==> config.mk <==
export PLATFORM = sky130hd
export DESIGN_NAME = tone_gen_multi
export DESIGN_NICKNAME = d
export VERILOG_FILES = /design/src/rtl/tone_gen_multi.sv
export SDC_FILE = /design/constraint.sdc
export NUM_CORES = 1
export LEC_CHECK = 0
export ABC_AREA = 1
export BUFFER_PORTS_ARGS = -buffer_cell sky130_fd_sc_hd__buf_2
export CELL_PAD_IN_SITES_DETAIL_PLACEMENT = 0
export CELL_PAD_IN_SITES_GLOBAL_PLACEMENT = 2
export CORE_MARGIN = 2
export CORE_UTILIZATION = 35
export DETAILED_ROUTE_END_ITERATION = 8
export MAX_ROUTING_LAYER = met4
export PLACE_DENSITY = 0.79
export SLEW_MARGIN = 5
export SYNTH_ARGS = -nofsm -noshare
export SYNTH_HDL_FRONTEND = slang
export SYNTH_SLANG_ARGS = --single-unit
==> constraint.sdc <==
create_clock -name clk -period 2.4 [get_ports clk]
set_clock_uncertainty 0.15 [all_clocks]
set_input_delay 0.24 -clock clk [delete_from_list [all_inputs] [get_ports clk]]
set_output_delay 0.24 -clock clk [all_outputs]
set_load 0.03 [all_outputs]
==> src/rtl/tone_gen_multi.sv <==
// Multi-channel square-wave generator with a shared timebase tick.
// Divisor writes are double-buffered and land on half-period boundaries.
module tone_gen_multi #(
    parameter int CH       = 4,
    parameter int DW       = 11,
    parameter int TICK_DIV = 50000,
    parameter int CW       = (CH > 1) ? $clog2(CH) : 1
) (
    input  logic          clk,
    input  logic          rst,
    input  logic          sync,
    input  logic          wr_en,
    input  logic [CW-1:0] wr_ch,
    input  logic [DW-1:0] wr_div,
    output logic [CH-1:0] pend,
    output logic [CH-1:0] tone,
    output logic          tick_1khz
);

    localparam int TW = (TICK_DIV > 1) ? $clog2(TICK_DIV) : 1;
    localparam logic [TW-1:0] TC_LAST = TW'(TICK_DIV - 1);

    logic [DW-1:0] cnt_q     [CH];
    logic [DW-1:0] div_cur_q [CH];
    logic [DW-1:0] div_nxt_q [CH];
    logic [DW-1:0] cnt_d     [CH];
    logic [DW-1:0] div_cur_d [CH];
    logic [DW-1:0] div_nxt_d [CH];
    logic [CH-1:0] pend_d;
    logic [CH-1:0] tone_d;
    logic [CH-1:0] wr_hit;
    logic [CH-1:0] bnd;

    logic [TW-1:0] tc;

    // decode the write strobe; selects >= CH match nothing
    always_comb begin
        for (int i = 0; i < CH; i++) begin
            wr_hit[i] = wr_en && (wr_ch == CW'(i));
        end
    end

    // half-period boundary: running channel at its last count
    always_comb begin
        for (int i = 0; i < CH; i++) begin
            bnd[i] = (div_cur_q[i] != '0) &&
                     (cnt_q[i] == div_cur_q[i] - DW'(1));
        end
    end

    // per-channel next state from pre-edge register values
    always_comb begin
        for (int i = 0; i < CH; i++) begin
            cnt_d[i]     = cnt_q[i];
            div_cur_d[i] = div_cur_q[i];
            div_nxt_d[i] = div_nxt_q[i];
            pend_d[i]    = pend[i];
            tone_d[i]    = tone[i];

            if (sync) begin
                cnt_d[i]  = '0;
                tone_d[i] = 1'b0;
                if (pend[i]) begin
                    div_cur_d[i] = div_nxt_q[i];
                    pend_d[i]    = 1'b0;
                end
            end else if (div_cur_q[i] == '0) begin
                cnt_d[i]  = '0;
                tone_d[i] = 1'b0;
                if (pend[i]) begin
                    div_cur_d[i] = div_nxt_q[i];
                    pend_d[i]    = 1'b0;
                end
            end else if (bnd[i]) begin
                cnt_d[i] = '0;
                if (pend[i]) begin
                    div_cur_d[i] = div_nxt_q[i];
                    pend_d[i]    = 1'b0;
                    if (div_nxt_q[i] == '0) begin
                        tone_d[i] = 1'b0;
                    end else begin
                        tone_d[i] = ~tone[i];
                    end
                end else begin
                    tone_d[i] = ~tone[i];
                end
            end else begin
                cnt_d[i] = cnt_q[i] + DW'(1);
            end

            // a write always lands in the buffer, even at a boundary
            if (wr_hit[i]) begin
                div_nxt_d[i] = wr_div;
                pend_d[i]    = 1'b1;
            end
        end
    end

    // channel state registers
    always_ff @(posedge clk) begin
        if (rst) begin
            for (int i = 0; i < CH; i++) begin
                cnt_q[i]     <= '0;
                div_cur_q[i] <= '0;
                div_nxt_q[i] <= '0;
            end
            pend <= '0;
            tone <= '0;
        end else begin
            for (int i = 0; i < CH; i++) begin
                cnt_q[i]     <= cnt_d[i];
                div_cur_q[i] <= div_cur_d[i];
                div_nxt_q[i] <= div_nxt_d[i];
            end
            pend <= pend_d;
            tone <= tone_d;
        end
    end

    // free-running timebase with a registered one-cycle tick
    always_ff @(posedge clk) begin
        if (rst) begin
            tc        <= '0;
            tick_1khz <= 1'b0;
        end else begin
            tick_1khz <= (tc == TC_LAST);
            if (tc == TC_LAST) begin
                tc <= '0;
            end else begin
                tc <= tc + TW'(1);
            end
        end
    end

endmodule

# Word-level counts from Yosys, hierarchy flattened
# Memory sizes are Yosys's and may differ from the RTL's.
# Cells that the tools add are included.
totals:
  inputBits: 17
  ram_bits: 132
  regBits: 25
  n_memories: 3
  out_inout_bits: 9
  elab_cells: 147
mem_list:
  columns: ["name", "words", "width", "read_ports", "rd_ports_with_merged_regs", "write_ports", "line_no", "rtl"]
  rows:
  - ["cnt_q", 4, 11, 4, 0, 4, "23", "logic [DW-1:0] cnt_q [CH];"]
  - ["div_cur_q", 4, 11, 4, 0, 4, "24", "logic [DW-1:0] div_cur_q [CH];"]
  - ["div_nxt_q", 4, 11, 4, 0, 4, "25", "logic [DW-1:0] div_nxt_q [CH];"]
op_classes:
  n_eq_ne: 8
  addsub: 9
  bitwise: 16
  n_reduce_logical: 30
  mux: 71
ops:
  columns: ["cell", "count"]
  rows:
  - ["$mux 11", 44]
  - ["$logic_not 11->1", 8]
  - ["$add 11x1->11 const B", 4]
  - ["$eq 11x11->1", 4]
  - ["$reduce_bool 11->1", 4]
  - ["$sub 11x1->11 const B", 4]
  - ["$mux 1", 27]
  - ["$add 16x1->16 const B", 1]
  - ["$eq 16x16->1 const B", 1]
  - ["$reduce_bool 4->1", 4]
  - ["$or 1x1->1", 12]
  - ["$reduce_or 3->1", 4]
  - ["$logic_and 1x1->1", 8]
  - ["$eq 2x2->1 const B", 2]
  - ["$not 1->1", 4]
  - ["$eq 2x1->1 const B", 1]
  - ["$logic_not 2->1", 1]
  - ["$reduce_or 2->1", 1]

# Logic depth before layout (Yosys ltp)
logic_depth:
  depth_word: 7
  mapped_depth: 17
  depth_no_buf: 16

# Worst setup path before layout
# OpenSTA, ideal clock, no wires.
synth_timing:
  path_type: "register to register"
  startpoint: "memory div_cur_q[2][0]"
  endpoint: "memory div_cur_q[2][1]"
  t_arrival_ns: 1.711
  setup_slack_ns: 0.424
  period_less_slack_ns: 1.976
  setup_ns: 0.115
  t_required_ns: 2.135
  n_path_buf: 1
  stages_incl_launch_ff: 15
  path_cell_list: "dfxtp_1 inv_2 ha_1 or2_1 nand3_1 nand2_1 nor2_1 nand2_1 nor2_1 nand3_2 nand2_2 buf_6 nand3_1 nand2_1 nor2_1"
synth_rtl:
  columns: ["item", "line_no"]
  rows:
  - ["start: declaration", "24"]

==> results.yml <==
min_path:
  worstHoldPathCells: 3
  whs_endpoint: "div_nxt_q[2][2]"
  min-delay-start: "wr_div[2]"
  hp-class: "primary input to flop"
power:
  seqPwrFrac: 0.424
  powerDensity_mw_per_mm2: 708
  p_int_mw: 4.55
  p_switching_mw: 2.00
  total_leakage_power_nw: 3.82
  combPwrFrac: 0.145
  pwr-share-clk: 0.431
  switching_share: 0.306
  peakVddDrop_mv: 0.350
route:
  num_vias: 7148
  drt_wl_total_um: 19800
  vias_per_cell: 4.71
  ant_nets: 0
  dr.pass1.iters: 4
  wl_per_cell_um: 13.0
  drtIter0Drc: 352
  remaining_drc_errors: 0
floorplan:
  die_x_um: 156
  die-height_um: 156
  core_region_area_mm2: 0.0227
  rows: 55
  start_util: 0.358
  ioPinCount: 26
  dieArea_mm2: 0.0245
sta:
  rsz0062_at_grt: "false"
  finalSetupTns_ns: 0
  finalHoldViolCount: 0
  worst_pin_slew_ns: 0.746
  slew_headroom: 0.502
  setup_viol: 0
  period_share: 0.900
  drv_slew: 0
  max_freq_mhz: 463
  layout_min_cycle_time_ns: 2.16
synthesis:
  yosys.area.top_type: "dfxtp_1"
  ys_types: 39
  yosys_warnings: 0
  synth_area_leaders: "dfxtp_1 39%, nand2_1 12%, nor2_1 7.4%"
  synth_top_family_by_area: "simple AND/OR/NAND/NOR gates"
  synth_top_area_frac: 0.386
  synth.avg_cell_area_um2: 6.81
  synthFlopType: "dfxtp_1"
  synth_fa_ha_area_frac: 0.0200
  synth_simple_gate_area_share: 0.338
  synth_compound_area_frac: 0.115
  ys_seq_area_frac: 0.386
  synth_cells: 1194
  syn-num-nets: 1224
  synth_seq_cells: 157
  synth_xor_area_frac: 0.0484
  synth_mux_area_frac: 0
  async_reset_ff_frac: 0
  synth-edff-count: 0
  syn_area_mm2: 0.00814
layout:
  layout-drive-gt1-share: 0.107
  nets: 1249
  insertedDiodeCount: 0
  stdcell_count: 1517
  area_growth_pct: 13.6
  final_cell_mix: "255 x nand2_1, 159 x nor2_1, 155 x dfxtp_1, 132 x inv_1, 109 x a21oi_1"
  final_common_cell: "nand2_1"
placed_design:
  gp_congestion: 0.794
  placedCellCount: 1485
  io_buffers: 25
  place_hpwl_um: 14700
grt:
  antenna_found_initial: 0
  grt_pass1_vias: 6755
  grt_max_degree: 38
  grtUsageTotal: 0.175
  overflow: 0
  grt_pass1_wl_um: 33300
setup_path:
  crit_type: "flop to flop"
  rr_startpoint: "div_cur_q[0][0]"
  cp-start-kind: "flop"
  end_kind: "flop"
  rrSetupSlack_ns: 0.24
  path_max_fanout: 22
  reg2reg_to: "div_cur_q[0][0]"
  crit_arrival_ns: 2.33
  r2r_cells: 13
  required_ns: 2.57
job:
  max-cap-violations: 0
clocking:
  cts_tree: "done"
  insertion_delay_ns: 0.44
  root_buffer: "clkbuf_16"
  cts.clk_slew.worst_paths_ns: 0.07
  cts_made_buffers: 17
  clockBufferDepth: 2
  htree_levels: 4
  clkSinkCount: 157
  post_cts_buffers: 0
run_status:
  status: "finished, final reports clean"
==> synth_stat cells, types with 6 or more instances <==
master      n
nand2_1   256
nor2_1    161
dfxtp_1   157
inv_1     133
a21oi_1   109
nand3_1    94
o21ai_0    52
xor2_1     29
clkbuf_1   22
nor3_1     18
xnor2_1    16
nor4_1     15
nor2_2     14
ha_1       13
nand4_1    12
inv_2       9
nand3b_1    9
nor3b_1     9
buf_6       8
o21ai_1     8
buf_2       6
nand2_2     6
or2_2       6
==> worst max-delay path: stages (launching register included) <==
cell     delay [ns]
dfxtp_2        0.37
inv_2          0.05
ha_1           0.30
xnor2_1        0.13
nor2_1         0.10
nand2_1        0.07
nor2_1         0.11
nand2_1        0.06
nor2_1         0.10
nand3_2        0.17
nand2_8        0.19
nand3_1        0.11
nand2_1        0.09
nor2_1         0.04
==> metrics by stage <==
step / utilization / hold WS [ns] / setup WS (ns) / total power, mW / cell area [um2]
2_1_floorplan: - / 0.268 / 0.424 / 3.57 / 8140
3_3_place_gp: 0.379 / 0.279 / -0.0114 / 3.79 / 8600
3_5_place_dp: 0.379 / 0.291 / 0.00866 / 3.79 / 8600
4_1_cts: 0.406 / 0.00892 / 0.117 / 6.64 / 9220
5_1_grt: 0.407 / 0.0165 / 0.00678 / 6.88 / 9240
6_report: 0.407 / 0.0224 / 0.240 / 6.55 / 9240
==> power groups by stage <==
| stage | registers, mW | clock network, mW | logic [mW] |
|---|---|---|---|
| floorplan | 2.81 | 0 | 0.755 |
| global placement | 2.84 | 0 | 0.952 |
| detailed placement | 2.84 | 0 | 0.948 |
| CTS | 2.78 | 2.91 | 0.953 |
| global route | 2.79 | 3.00 | 1.09 |
| finish | 2.78 | 2.82 | 0.948 |
==> worst max path at each step <==
stage                         start              end  slack [ns]
floorplan           div_cur_q[2][0]  div_cur_q[2][1]        0.42
global placement    div_cur_q[0][0]  div_cur_q[0][0]       -0.01
detailed placement  div_cur_q[0][0]  div_cur_q[0][0]       0.009
CTS                 div_cur_q[0][0]  div_cur_q[0][0]        0.12
global route        div_cur_q[2][0]  div_cur_q[2][7]       0.007
finish              div_cur_q[0][0]  div_cur_q[0][0]        0.24
==> per-layer routing <==
layer	global-route usage	share of wire	vias to the layer above
li1	-	-	3899
met1	0.240	0.53	3192
met2	0.269	0.44	55
met3	0.0316	0.020	2
met4	0.0367	0.0036	0
met5	-	0	-
==> sequential cells by signal (all words and copies together) (netlist names) <==
| register | count |
|---|---|
| tick_1khz | 1 |
| tc | 16 |
| tone | 4 |
| cnt_q | 44 |
| div_nxt_q | 44 |
| pend | 4 |
| div_cur_q | 44 |
==> cells by family after synthesis <==
kind of cell,Yosys count
DFF,157
and+or+nand+nor,615
adders and majority gates,13
buffers and inverters,182
xor gates and xnor gates,45
AOI/OAI and AO/OA,182
==> area by class of cell <==
type | count | area (um2)
flip-flops and latches | 157 | 3150
inverters | 142 | 533
repair buffers | 46 | 320
fillers | 2480 | 13500
multi-input cells | 855 | 4270
clock inverters | 15 | 190
clock buffers | 17 | 425
well taps | 285 | 357
==> repair_timing <==
item,CTS,global route
resized for setup,1,8
hold buffers,0,0
setup endpoints to repair,1,36
No activity file was read; power rests on OpenSTA's default activity.
